`src/rtl/fios_final_sub.sv`:
```
// Final conditional subtraction for a FIOS Montgomery product: collects s result words, streams RES or RES - p.
// Build option FIOS_FINAL_SUB_EN adds the diff buffer and borrow chain; without it the product is replayed unchanged.

module fios_final_sub #(
   parameter int s       = 8,
   parameter bit OUT_REG = 1'b1
) (
   input  logic            clock_i,
   input  logic            reset_n_i,
   input  logic [s*17-1:0] p_i,
   input  logic            res_push_i,
   input  logic [16:0]     res_i,
   input  logic            done_i,
   output logic            out_valid_o,
   input  logic            out_ready_i,
   output logic [16:0]     out_data_o,
   output logic            out_last_o,
   output logic            busy_o,
   output logic            err_o
);

   // state   | meaning
   // IDLE    | waiting for word 0 of a new product
   // COLLECT | storing words and running the RES - p borrow chain
   // DRAIN   | streaming the selected buffer, least significant word first

   localparam int            CW    = $clog2(s + 1);
   localparam logic [CW-1:0] WORDS = CW'(s);
   localparam logic [CW-1:0] LAST  = CW'(s - 1);

   typedef enum logic [1:0] {IDLE, COLLECT, DRAIN} state_t;

   state_t        state;
   logic [CW-1:0] wcnt;
   logic [CW-1:0] rcnt;
   logic          borrow;
   logic          sel;
   logic          err;
   logic [16:0]   out_data_r;
   logic          out_last_r;
   logic [16:0]   res_buf [s];

   logic [CW-1:0] widx;
   logic [CW-1:0] wptr;
   logic [CW-1:0] wcnt_nxt;
   logic [CW-1:0] rd_idx;
   logic          push_ok;
   logic          drain_go;
   logic          borrow_nxt;
   logic          sel_entry;
   logic          rd_sel;
   logic [16:0]   rd_word;

   always_comb begin
      widx     = (state == IDLE) ? '0 : wcnt;
      wptr     = (widx < WORDS) ? widx : '0;
      push_ok  = res_push_i && ((state == IDLE) || ((state == COLLECT) && (wcnt != WORDS)));
      wcnt_nxt = push_ok ? widx + CW'(1) : widx;
      drain_go = (state == COLLECT) && done_i && (wcnt_nxt == WORDS);
   end

   always_ff @(posedge clock_i) begin
      if (push_ok) res_buf[wptr] <= res_i;
   end

`ifdef FIOS_FINAL_SUB_EN
   logic [16:0] diff_buf [s];
   logic [17:0] sub;

   always_comb begin
      sub        = {1'b0, res_i} - {1'b0, p_i[17*wptr +: 17]} - {17'd0, (state == COLLECT) && borrow};
      borrow_nxt = push_ok ? sub[17] : ((state == COLLECT) && borrow);
   end

   always_ff @(posedge clock_i) begin
      if (push_ok) diff_buf[wptr] <= sub[16:0];
   end

   assign rd_word = rd_sel ? diff_buf[rd_idx] : res_buf[rd_idx];
`else
   logic unused_in;

   assign borrow_nxt = 1'b0;
   assign unused_in  = ^{p_i, rd_sel};
   assign rd_word    = res_buf[rd_idx];
`endif

   // No final borrow means RES >= p, so the difference is the reduced result.
   assign sel_entry = ~borrow_nxt;
   assign rd_sel    = (OUT_REG && drain_go) ? sel_entry : sel;

   // Registered outputs preload the word that will be shown after the next edge.
   always_comb begin
      if (!OUT_REG)                    rd_idx = rcnt;
      else if (drain_go || rcnt == LAST) rd_idx = '0;
      else                             rd_idx = rcnt + CW'(1);
   end

   always_ff @(posedge clock_i or negedge reset_n_i) begin
      if (!reset_n_i) begin
         state      <= IDLE;
         wcnt       <= '0;
         rcnt       <= '0;
         borrow     <= 1'b0;
         sel        <= 1'b0;
         err        <= 1'b0;
         out_data_r <= '0;
         out_last_r <= 1'b0;
      end else begin
         case (state)
            IDLE: begin
               if (res_push_i) begin
                  state  <= COLLECT;
                  wcnt   <= wcnt_nxt;
                  borrow <= borrow_nxt;
               end
            end
            COLLECT: begin
               if (res_push_i && !push_ok) err <= 1'b1;
               wcnt   <= wcnt_nxt;
               borrow <= borrow_nxt;
               if (done_i) begin
                  wcnt   <= '0;
                  borrow <= 1'b0;
                  if (drain_go) begin
                     state      <= DRAIN;
                     rcnt       <= '0;
                     sel        <= sel_entry;
                     out_data_r <= OUT_REG ? rd_word : '0;
                     out_last_r <= (LAST == '0);
                  end else begin
                     err   <= 1'b1;
                     state <= IDLE;
                  end
               end
            end
            DRAIN: begin
               if (res_push_i || done_i) err <= 1'b1;
               if (out_ready_i) begin
                  if (rcnt == LAST) begin
                     state      <= IDLE;
                     rcnt       <= '0;
                     sel        <= 1'b0;
                     out_data_r <= '0;
                     out_last_r <= 1'b0;
                  end else begin
                     rcnt       <= rcnt + CW'(1);
                     out_data_r <= rd_word;
                     out_last_r <= ((rcnt + CW'(1)) == LAST);
                  end
               end
            end
            default: state <= IDLE;
         endcase
      end
   end

   assign out_valid_o = (state == DRAIN);
   assign busy_o      = (state != IDLE);
   assign err_o       = err;
   assign out_data_o  = OUT_REG ? out_data_r : (out_valid_o ? rd_word : '0);
   assign out_last_o  = OUT_REG ? out_last_r : (out_valid_o && (rcnt == LAST));

endmodule

```
`config.mk`:
```
export PLATFORM = sky130hd
export DESIGN_NAME = fios_final_sub
export DESIGN_NICKNAME = d
export VERILOG_FILES = /design/src/rtl/fios_final_sub.sv
export SDC_FILE = /design/constraint.sdc
export NUM_CORES = 1
export LEC_CHECK = 0
export ABC_AREA = 1
export BUFFER_PORTS_ARGS = -buffer_cell sky130_fd_sc_hd__buf_4
export CORE_MARGIN = 5
export CORE_UTILIZATION = 48
export DETAILED_ROUTE_END_ITERATION = 16
export GPL_TIMING_DRIVEN = 0
export HOLD_SLACK_MARGIN = 0.08
export PLACE_DENSITY = 0.76
export SYNTH_ARGS = -nofsm -noshare
export SYNTH_HDL_FRONTEND = slang
export SYNTH_SLANG_ARGS = --single-unit
export TNS_END_PERCENT = 1
```
`constraint.sdc`:
```
create_clock -name clock_i -period 3.1 [get_ports clock_i]
set_clock_uncertainty 0.15 [all_clocks]
set_input_delay 0.31 -clock clock_i [delete_from_list [all_inputs] [get_ports clock_i]]
set_output_delay 0.31 -clock clock_i [all_outputs]
set_load 0.01 [all_outputs]
```
==> metrics.txt <==
run status=complete, no violations; CTS sink cnt=165; CTS Buf Count=17; GRT overflow=0; vias post-DR=5539; fin nets=999; Area after DPL=0.00813 mm^2; f_max=342 MHz; Core ar.=0.0152 mm^2; ranking of synthesized cells by area=edfxtp_1, nand2_1, dfrtp_1, inv_1, nand3_1; Skew-Pair Late Insertion Delay=430 ps; first-pass detailed-route iteration total=5; most used routing layer=met2; initial antenna violation count=0; Min Clock Period, post-route=2930 ps; design area=0.00894 mm^2; final hold violations=0; Routability Congestion=0.895; Util after Layout=58.8%; Reg clk slew, reported paths=60 ps; CTS tree=built; Max clock buf depth=2; die area=0.0181 mm^2; Lkg Pwr=3.89 nW; Gate Count Post-Synth=748; area of the multi-input gates=0.00209 mm^2; Detail Route Antenna Nets=0; Synth Area per Inst=9.93 um^2; overall routed net length=18300 um; FP Rows=45; Fillers=1226; wire per inst=17.6 um; max_cap viols=0; largest net degree at the start of global routing=30; Net Count, Synth=909; Worst-Margin Slew=979 ps; Setup TNS=0 ps; antenna cell count=0; share of layout cells above drive strength 1=14.9%; # DRC=0; WP data arrival=3090 ps; unrepaired setup endpoints after global routing=false; Setup crit end kind=flip-flop; CP max FO=10; crit path launch type=flip-flop; top cell type's share of synthesized area=55.0%; met1 Use GR=27.1%; Buffers on Ports=42; Post-DP HPWL=12200 um; non-filler instance count after layout=1039; synthesis-stage register bit count=165; Die H=134 um; HP Class=in -> reg; htree depth=4; GR Layer Usage met3=3.98%; synthesized area=0.00743 mm^2; Max-slew headroom=34.2%; met2 usage=34.0%; vias in the first global route=5311; sequential cell area=0.00481 mm^2; Crit Path Category=reg -> reg; cell taking the most area after synthesis=edfxtp_1; vias per cell=5.33; Global Route Usage Sum=20.8%; IO Count=179; Fin Hold WS=190 ps; synth warn=0; pwr dens=963 mW/mm^2; post-synthesis cell type count=29; pins over their slew limit=0; Peak supply drop=0.000577 V; final worst-path cycle share=94.4%; sequential-to-total area share from yosys stat=64.7%; global-route wire length before repair=28200 um; drt initial violations=505; Critical Path RT=3260 ps; initial core utilization=48.9%; Layout area overhead=20.3%; DP Cell Count=987; Chip Width=134 um; root buf cell=clkbuf_16; Setup Buffers After CTS=0; Final Setup Violations=0
-- worst max-delay path, cell delays in order (launching register included) --
cell,delay (ps)
dfrtp_1,430
inv_2,70
nand2_2,150
nand2_2,100
inv_1,100
ha_1,180
inv_1,40
nand3_1,90
nand2_1,70
nand3_1,80
nand2_1,80
nor2_2,120
nand2_2,90
nand3_2,130
buf_1,440
nand2_1,110
nand3_1,100
nand3_1,100
nand3_1,110
nand2_1,70
-- what timing repair did --
action | in CTS | in global routing
hold endpoints to repair | 168 | 0
setup endpoints to repair | 2 | 9
hold buffers | 20 | 0
resized for setup | 1 | 4
-- power by group --
group	total (mW)	leakage [nW]	switching (mW)	internal (mW)
registers	2.83	1.59	0.151	2.68
clock network	2.14	0.285	0.830	1.31
logic	3.63	2.02	2.43	1.20
-- per-stage QoR --
stage / worst slack (ps) / total power [mW]
6_report: 172 / 8.60
5_1_grt: 16.3 / 9.09
4_1_cts: 187 / 8.57
3_5_place_dp: 33.1 / 6.38
3_3_place_gp: -1370 / 6.28
2_1_floorplan: -27.5 / 5.19
-- worst paths after layout --
| kind | from | endpoint | slack (ps) | cells past startpoint |
|---|---|---|---|---|
| min | res_push_i | wcnt[2] | 190 | 5 |
| min reg2reg | out_data_o[14] | out_data_o[14] | 330 | 2 |
| min in group asynchronous | reset_n_i | out_data_o[0] | 220 | 2 |
| max | state[0] | out_data_o[10] | 170 | 19 |
| max reg2reg | state[0] | out_data_o[10] | 170 | 19 |
| max in group asynchronous | reset_n_i | out_data_o[6] | 2280 | 2 |
-- flip-flops by register name (all words and copies together), names as in the netlist --
name,count
res_buf,136
out_data_o,17
rcnt,4
wcnt,4
state,2
err_o,1
out_last_o,1
-- layout make-up --
cell class	instances	area share, %
timing repair buffer	71	7.07
sequential	165	53.8
clock buffer	23	5.24
inverter	106	4.45
multi-input combinational	443	23.4
buffer	34	1.96
tap	188	2.63
clock inverter	9	1.43
-- synthesized netlist by cell type --
cell / number
edfxtp_1: 136
clkinv_1: 1
o21ai_0: 10
nand3_1: 73
nand4_1: 37
ha_1: 3
dfrtp_1: 29
a21oi_1: 4
a21oi_4: 1
buf_6: 2
inv_2: 7
nand3_2: 3
nor2_1: 52
nand2_2: 3
nand2_4: 2
a21boi_1: 14
xor2_1: 2
nor2_2: 3
o32ai_1: 1
o21bai_1: 1
buf_2: 14
inv_1: 98
nor4_1: 2
nand2_1: 226
clkbuf_1: 15
buf_4: 3
a21boi_0: 3
nor2_4: 1
nor3_1: 2
-- placed cells by master, fill, tap and decap left out, drive strengths merged --
master,instances
o21bai,1
nand4,37
a21boi,17
clkbuf,37
clkinv,4
nand3,76
o32ai,1
xor2,2
nand2,231
nor2,56
bufinv,3
nor4,2
a21oi,5
buf,71
o21ai,10
dfrtp,29
ha,3
nor3,2
clkinvlp,2
edfxtp,136
dlygate4sd3,20
inv,106
-- logic make-up (layout without fill, tap and decap cells) --
family,count (synthesis),in the layout,share of synthesized area [%]
buf+inv,140,243,7.66
compound gates,34,34,3.10
fa+ha+maj,3,3,0.505
xor+xnor,2,2,0.236
simple gates,404,404,23.7
flops,165,165,64.7
-- metal layers --
metal,wire (um),part of all wire [%],up-vias
met4,538,2.9,0
met2,8730,48,308
met5,0,0,-
li1,-,-,2637
met3,1550,8.4,42
met1,7490,41,2552
Power figures use the tool's default switching activity.
